### src/rtl/pmu_event_counters.sv
// pmu_event_counters: N_CNT event counters with sticky overflow, write port and 1-cycle read port.
// Optional PMU_SNAPSHOT_EN adds a snapshot bank readable through rd_shadow_i.
module pmu_event_counters #(
    parameter int N_CNT = 24,
    parameter int CNT_W = 32,
    localparam int ADDR_W = $clog2(N_CNT)
) (
    input  logic              clk_i,
    input  logic              rst_i,
    input  logic [N_CNT-1:0]  events_i,
    input  logic              en_i,
    input  logic              clr_i,
    input  logic              wr_en_i,
    input  logic [ADDR_W-1:0] wr_addr_i,
    input  logic [CNT_W-1:0]  wr_data_i,
    input  logic              rd_req_i,
    input  logic [ADDR_W-1:0] rd_addr_i,
    input  logic              rd_shadow_i,
    input  logic              snap_i,
    output logic              rd_valid_o,
    output logic [CNT_W-1:0]  rd_data_o,
    output logic [N_CNT-1:0]  overflow_o,
    input  logic [N_CNT-1:0]  ovf_clr_i
);
    logic [CNT_W-1:0] cnt [N_CNT];
    logic [N_CNT-1:0] hit, inc, wrap;
    logic [CNT_W-1:0] live_rd, rd_sel;

    // A write to a counter shadows its same-cycle event.
    always_comb begin
        hit = '0;
        inc = '0;
        wrap = '0;
        live_rd = '0;
        for (int x = 0; x < N_CNT; x++) begin
            hit[x] = wr_en_i && wr_addr_i == ADDR_W'(x);
            inc[x] = en_i && events_i[x] && !hit[x];
            wrap[x] = inc[x] && &cnt[x];
            if (rd_addr_i == ADDR_W'(x)) live_rd = cnt[x];
        end
    end

    always_ff @(posedge clk_i) begin
        for (int x = 0; x < N_CNT; x++) begin
            if (rst_i || clr_i) cnt[x] <= '0;
            else if (hit[x]) cnt[x] <= wr_data_i;
            else if (inc[x]) cnt[x] <= cnt[x] + CNT_W'(1);
        end
        overflow_o <= (rst_i || clr_i) ? '0 : wrap | (overflow_o & ~ovf_clr_i);
    end

`ifdef PMU_SNAPSHOT_EN
    logic [CNT_W-1:0] shadow [N_CNT];
    logic [CNT_W-1:0] shadow_rd;

    always_comb begin
        shadow_rd = '0;
        for (int x = 0; x < N_CNT; x++)
            if (rd_addr_i == ADDR_W'(x)) shadow_rd = shadow[x];
    end

    always_ff @(posedge clk_i) begin
        for (int x = 0; x < N_CNT; x++) begin
            if (rst_i) shadow[x] <= '0;
            else if (snap_i) shadow[x] <= cnt[x];
        end
    end

    assign rd_sel = rd_shadow_i ? shadow_rd : live_rd;
`else
    logic unused_snap;
    assign unused_snap = snap_i ^ rd_shadow_i;
    assign rd_sel = live_rd;
`endif

    // Out-of-range addresses match no entry, so they read as zero.
    always_ff @(posedge clk_i) begin
        if (rst_i) begin
            rd_valid_o <= 1'b0;
            rd_data_o <= '0;
        end else begin
            rd_valid_o <= rd_req_i;
            if (rd_req_i) rd_data_o <= rd_sel;
        end
    end
endmodule

### config.mk
export PLATFORM = sky130hd
export DESIGN_NAME = pmu_event_counters
export DESIGN_NICKNAME = d
export VERILOG_FILES = /design/src/rtl/pmu_event_counters.sv
export SDC_FILE = /design/constraint.sdc
export NUM_CORES = 2
export LEC_CHECK = 0
export ABC_AREA = 1
export CAP_MARGIN = 15
export CORE_MARGIN = 5
export CORE_UTILIZATION = 57
export DETAILED_ROUTE_END_ITERATION = 10
export HOLD_SLACK_MARGIN = 0.15
export PLACE_DENSITY = 0.75
export SYNTH_ARGS = -nofsm -noshare
export SYNTH_HDL_FRONTEND = slang
export SYNTH_SLANG_ARGS = --single-unit
### constraint.sdc
create_clock -name clk_i -period 3.55 [get_ports clk_i]
set_input_delay 0.71 -clock clk_i [delete_from_list [all_inputs] [get_ports clk_i]]
set_output_delay 0.71 -clock clk_i [all_outputs]
set_load 0.02 [all_outputs]
==> flow_results.xml <==
<?xml version="1.0" encoding="UTF-8"?>
<metrics>
  <group name="pwr">
    <metric name="post_layout_power" unit="mW">24.61</metric>
    <metric name="share_comb_of_total_power" unit="%">10.7</metric>
    <metric name="intPower" unit="mW">17.73</metric>
    <metric name="fraction_of_power_spent_switching_nets" unit="%">27.97</metric>
    <metric name="power.clock.fraction" unit="%">41.3</metric>
    <metric name="share_seq_of_total_power" unit="%">48.0</metric>
    <metric name="irDropWorstVdd" unit="mV">0.3966</metric>
    <metric name="power.net_switching" unit="mW">6.883</metric>
    <metric name="power_density" unit="nW/um2">387.6</metric>
    <metric name="power.leakage" unit="nW">23.47</metric>
  </group>
  <group name="timing">
    <metric name="tightestPinTransition" unit="ns">0.9751</metric>
    <metric name="drv_slew" unit="">0</metric>
    <metric name="period_needed" unit="ns">3.614</metric>
    <metric name="setup_viol_count_final" unit="">3</metric>
    <metric name="timing.max_slew.rel_slack" unit="%">34.90</metric>
    <metric name="timing_hold_violations_final" unit="">0</metric>
    <metric name="fin_skew" unit="ns">0.02690</metric>
    <metric name="period_share" unit="%">101.8</metric>
    <metric name="achievable-frequency" unit="MHz">276.7</metric>
    <metric name="hold_slack" unit="ns">0.4675</metric>
    <metric name="post-route-worst-setup-slack" unit="ns">-0.06427</metric>
  </group>
  <group name="clock_network">
    <metric name="clkTransAtPathRegs" unit="ns">0.06</metric>
    <metric name="cts-buffers-inserted" unit="">95</metric>
    <metric name="tritoncts" unit="">done</metric>
    <metric name="h_tree_depth" unit="">3</metric>
    <metric name="cts_num_sinks" unit="">825</metric>
    <metric name="clk-insertion-delay-late" unit="ns">0.71</metric>
    <metric name="ctsHoldBuffers" unit="">0</metric>
    <metric name="clockBufferDepth" unit="">3</metric>
    <metric name="ctsRootBufferMaster" unit="">sky130_fd_sc_hd__clkbuf_16</metric>
    <metric name="buffers_inserted_during_post_cts_setup_optimization" unit="">0</metric>
  </group>
  <group name="setup_path">
    <metric name="setup.worst_path.start" unit="">rd_addr_i[1]</metric>
    <metric name="path_class" unit="">in -&gt; reg</metric>
    <metric name="list_of_cells_traversed_by_the_critical_path" unit="">dlygate4sd2_1 -&gt; inv_2 -&gt; buf_4 -&gt; nand2_1 -&gt; nor2_1 -&gt; buf_4 -&gt; nand3_1 -&gt; nand3_1 -&gt; nor2_1 -&gt; nand4_1 -&gt; nor2_1 -&gt; nand4_1 -&gt; nor2_2 -&gt; nand4_1 -&gt; nor2_1 -&gt; buf_4 -&gt; nand4_1 -&gt; nor2_4 -&gt; nand4_1 -&gt; nand2_1 -&gt; a21oi_1</metric>
    <metric name="critical_path.startpoint_type" unit="">input pin</metric>
    <metric name="critical_path_required" unit="ns">4.12</metric>
    <metric name="critical-path-top-cell-by-count" unit="">sky130_fd_sc_hd__nand4_1</metric>
    <metric name="cpMaxStageDelayCell" unit="">sky130_fd_sc_hd__nand4_1</metric>
    <metric name="cp_data_arrival_time" unit="ns">4.18</metric>
    <metric name="critical_path.top_delay_family" unit="">simple AND/OR/NAND/NOR gates</metric>
    <metric name="worst-path-buf-inv" unit="">5</metric>
    <metric name="crit_path_end_kind" unit="">flop</metric>
    <metric name="source_of_the_worst_register_to_register_timing_path" unit="">cnt[0][62]</metric>
    <metric name="timing.critical_path.fanout_max" unit="">5</metric>
    <metric name="largest_incremental_delay_on_the_critical_path" unit="ns">0.32</metric>
  </group>
  <group name="synthesis">
    <metric name="synth_fp_nets" unit="">7401</metric>
    <metric name="synthSimpleGateAreaFrac" unit="%">28.17</metric>
    <metric name="synth-main-ff-cell" unit="">sky130_fd_sc_hd__edfxtp_1</metric>
    <metric name="synth-adder-area-share" unit="%">0.5440</metric>
    <metric name="async_flop_share" unit="%">0</metric>
    <metric name="synth.top_cells.by_count" unit="">sky130_fd_sc_hd__nand2_1 (1734), sky130_fd_sc_hd__inv_1 (905), sky130_fd_sc_hd__edfxtp_1 (768), sky130_fd_sc_hd__nor2_1 (689), sky130_fd_sc_hd__o21ai_0 (402)</metric>
    <metric name="yosys_register_bits" unit="">825</metric>
    <metric name="synth-edff-count" unit="">768</metric>
    <metric name="yosys.cell_types.count" unit="">57</metric>
    <metric name="yosys-mux-area-fraction" unit="%">0</metric>
    <metric name="synth.top_cells.by_area" unit="">sky130_fd_sc_hd__edfxtp_1 (42%), sky130_fd_sc_hd__nand2_1 (12%), sky130_fd_sc_hd__inv_1 (6.2%)</metric>
    <metric name="synth_largest_area_cell" unit="">sky130_fd_sc_hd__edfxtp_1</metric>
    <metric name="synth.yosys.seq_area_share" unit="%">43.84</metric>
    <metric name="postSynthCellCount" unit="">7279</metric>
    <metric name="ys.warnings.count" unit="">0</metric>
    <metric name="synth-compound-area-share" unit="%">12.72</metric>
    <metric name="synthesis.area" unit="um2">55200</metric>
    <metric name="synthMostInstantiatedCell" unit="">sky130_fd_sc_hd__nand2_1</metric>
    <metric name="post_synth.cell_area_avg" unit="um2">7.584</metric>
    <metric name="fraction_of_post_synthesis_cell_area_in_the_top_cell_type_by_area" unit="%">41.78</metric>
    <metric name="synth_top_family_by_area" unit="">simple AND/OR/NAND/NOR gates</metric>
    <metric name="synthXorXnorAreaFrac" unit="%">5.791</metric>
  </group>
  <group name="finish">
    <metric name="nNetsFinal" unit="">7669</metric>
    <metric name="finalInstanceArea" unit="um2">63510</metric>
    <metric name="area.growth.synth_to_final" unit="%">15.04</metric>
    <metric name="final-instance-count-excl-fill" unit="">8913</metric>
    <metric name="layout.filler_cells" unit="">8495</metric>
    <metric name="drive_gt1_share" unit="%">9.258</metric>
  </group>
  <group name="floorplan">
    <metric name="die_h" unit="um">321.2</metric>
    <metric name="design.die.area" unit="um2">103200</metric>
    <metric name="rows" unit="">114</metric>
    <metric name="floorplan.initialDensity" unit="%">57.25</metric>
    <metric name="floorplan.die.width" unit="um">321.2</metric>
    <metric name="num_io_pins" unit="">155</metric>
    <metric name="core_area" unit="um2">96420</metric>
  </group>
  <group name="min_path">
    <metric name="hold_path.startpoint" unit="">overflow_o[14]</metric>
    <metric name="holdCritPathClass" unit="">reg -&gt; reg</metric>
  </group>
  <group name="outcome">
    <metric name="run_status" unit="">finished, violations left</metric>
    <metric name="violations" unit="">negative setup slack</metric>
  </group>
  <group name="global_route">
    <metric name="first_global_vias" unit="">52230</metric>
    <metric name="wire_length_of_the_first_global_routing_pass" unit="um">335100</metric>
    <metric name="antenna_found_initial" unit="">14</metric>
    <metric name="grt_start_max_net_pins" unit="">56</metric>
    <metric name="grt_usage" unit="%">43.28</metric>
    <metric name="globalRoute.totalOverflow" unit="">0</metric>
  </group>
  <group name="placement">
    <metric name="io_buffers" unit="">152</metric>
    <metric name="place_area" unit="um2">60300</metric>
    <metric name="placement.setup.worst_slack" unit="ns">-1.115</metric>
    <metric name="post-place-cells" unit="">8726</metric>
    <metric name="gpl.final_weighted_congestion" unit="">1.073</metric>
    <metric name="place.detailed.hpwl" unit="um">167300</metric>
  </group>
  <group name="detailed_routing">
    <metric name="detail_route.iter0.violations" unit="">8912</metric>
    <metric name="drtPass1Iterations" unit="">8</metric>
    <metric name="wl" unit="um">232500</metric>
    <metric name="via_count" unit="">56720</metric>
    <metric name="drc" unit="">0</metric>
    <metric name="ant_nets" unit="">0</metric>
    <metric name="wire_per_inst" unit="um">26.09</metric>
    <metric name="route.detailed.vias_per_inst" unit="">6.363</metric>
  </group>
  <group name="job">
    <metric name="max_cap_violation_count" unit="">0</metric>
  </group>
</metrics>
==> stage by stage <==
step | util, % | TNS [ns]
after floorplan | - | 0
after detailed placement | 62.54 | -18.97
after CTS | 65.80 | 0
after global placement | 62.54 | -18.29
after global routing | 65.84 | -0.004357
final | 65.86 | -0.1380
==> cells by family after synthesis <==
| logic type | after synthesis |
|---|---|
| adder cells (fa/ha/maj) | 24 |
| AND/OR/NAND/NOR | 3540 |
| AO/OA/AOI/OAI | 1212 |
| XOR/XNOR | 365 |
| buffers and inverters | 1313 |
| flip-flops | 825 |
==> cell usage in the layout, fill, tap and decap left out, types with 15 or more instances in the layout <==
master,netlist,final
sky130_fd_sc_hd__nand2_1,1734,1731
sky130_fd_sc_hd__inv_1,905,877
sky130_fd_sc_hd__edfxtp_1,768,768
sky130_fd_sc_hd__nor2_1,689,662
sky130_fd_sc_hd__o21ai_0,402,402
sky130_fd_sc_hd__nand3_1,373,373
sky130_fd_sc_hd__xor2_1,294,294
sky130_fd_sc_hd__nor3_1,271,269
sky130_fd_sc_hd__buf_4,0,265
sky130_fd_sc_hd__nand4_1,238,238
sky130_fd_sc_hd__o21ai_1,214,214
sky130_fd_sc_hd__o22ai_1,195,195
sky130_fd_sc_hd__a21oi_1,182,182
sky130_fd_sc_hd__clkdlybuf4s50_1,0,146
sky130_fd_sc_hd__o32ai_1,137,137
sky130_fd_sc_hd__inv_2,104,126
sky130_fd_sc_hd__clkbuf_16,0,99
sky130_fd_sc_hd__nor4_1,76,75
sky130_fd_sc_hd__xnor2_1,71,71
sky130_fd_sc_hd__dfxtp_1,57,57
sky130_fd_sc_hd__buf_12,0,53
sky130_fd_sc_hd__nor2_2,22,44
sky130_fd_sc_hd__nand3b_1,41,41
sky130_fd_sc_hd__clkinv_1,4,28
sky130_fd_sc_hd__a31oi_1,24,24
sky130_fd_sc_hd__ha_1,24,24
sky130_fd_sc_hd__clkbuf_1,278,21
sky130_fd_sc_hd__clkinv_2,0,19
sky130_fd_sc_hd__nor3_2,17,16
sky130_fd_sc_hd__or2_2,15,15
==> layout make-up <==
type | count | area [um2] | share of cell area, %
Timing Repair Buffer | 471 | 4572 | 7.199
Clock buffer | 125 | 2625 | 4.133
Clock inverter | 51 | 470.5 | 0.7408
Tap cell | 1276 | 1597 | 2.514
Inverter | 1013 | 3805 | 5.991
Antenna cell | 11 | 27.53 | 0.04334
Multi-Input combinational cell | 5141 | 26210 | 41.27
Sequential cell | 825 | 24200 | 38.11
==> final timing paths <==
path                    end  slack (ns)  cells after the start
min reg2reg  overflow_o[14]        0.47                      2
max reg2reg   rd_data_o[30]        0.10                     15
min          overflow_o[14]        0.47                      2
max           rd_data_o[30]       -0.06                     21
==> routing by layer <==
layer / up-vias / global-route usage, % / part of all wire [%]
met4: 10 / 31.78 / 9.4
met1: 26220 / 54.68 / 35
met3: 1031 / 11.32 / 13
li1: 25310 / - / -
met2: 4145 / 64.30 / 42
met5: - / 0 / 0.053
==> worst reg2reg max path, stage by stage (launching register included) <==
cell and delay (ns):
sky130_fd_sc_hd__edfxtp_1 0.56, sky130_fd_sc_hd__nand4_1 0.17, sky130_fd_sc_hd__nand3_1 0.09, sky130_fd_sc_hd__nor2_1 0.21, sky130_fd_sc_hd__nand4_1 0.25, sky130_fd_sc_hd__nor2_1 0.28, sky130_fd_sc_hd__nand4_1 0.32, sky130_fd_sc_hd__nor2_2 0.24
sky130_fd_sc_hd__nand4_1 0.17, sky130_fd_sc_hd__nor2_1 0.13, sky130_fd_sc_hd__buf_4 0.14, sky130_fd_sc_hd__nand4_1 0.27, sky130_fd_sc_hd__nor2_4 0.25, sky130_fd_sc_hd__nand4_1 0.10, sky130_fd_sc_hd__nand2_1 0.08, sky130_fd_sc_hd__a21oi_1 0.06
==> sequential cells by signal, indices dropped and copies added, names as in the netlist <==
name and flops:
rd_data_o 32, cnt 768, rd_valid_o 1, overflow_o 24
==> power by group through the flow <==
| stage | logic, mW | registers, mW | clock network [mW] |
|---|---|---|---|
| after floorplan | 1.24 | 11.7 | 0 |
| after global placement | 2.47 | 12.0 | 0 |
| after detailed placement | 2.49 | 12.0 | 0 |
| after CTS | 2.51 | 11.8 | 10.1 |
| after global routing | 2.72 | 11.9 | 10.5 |
| final | 2.63 | 11.8 | 10.2 |
==> what timing repair did <==
item                                    CTS  global route
endpoints found under the setup margin    8             9
pin swaps                                 9             3
endpoints found under the hold margin     0             0
gates resized for setup                  23             8
Note: power is estimated with default switching activity, not from simulation.
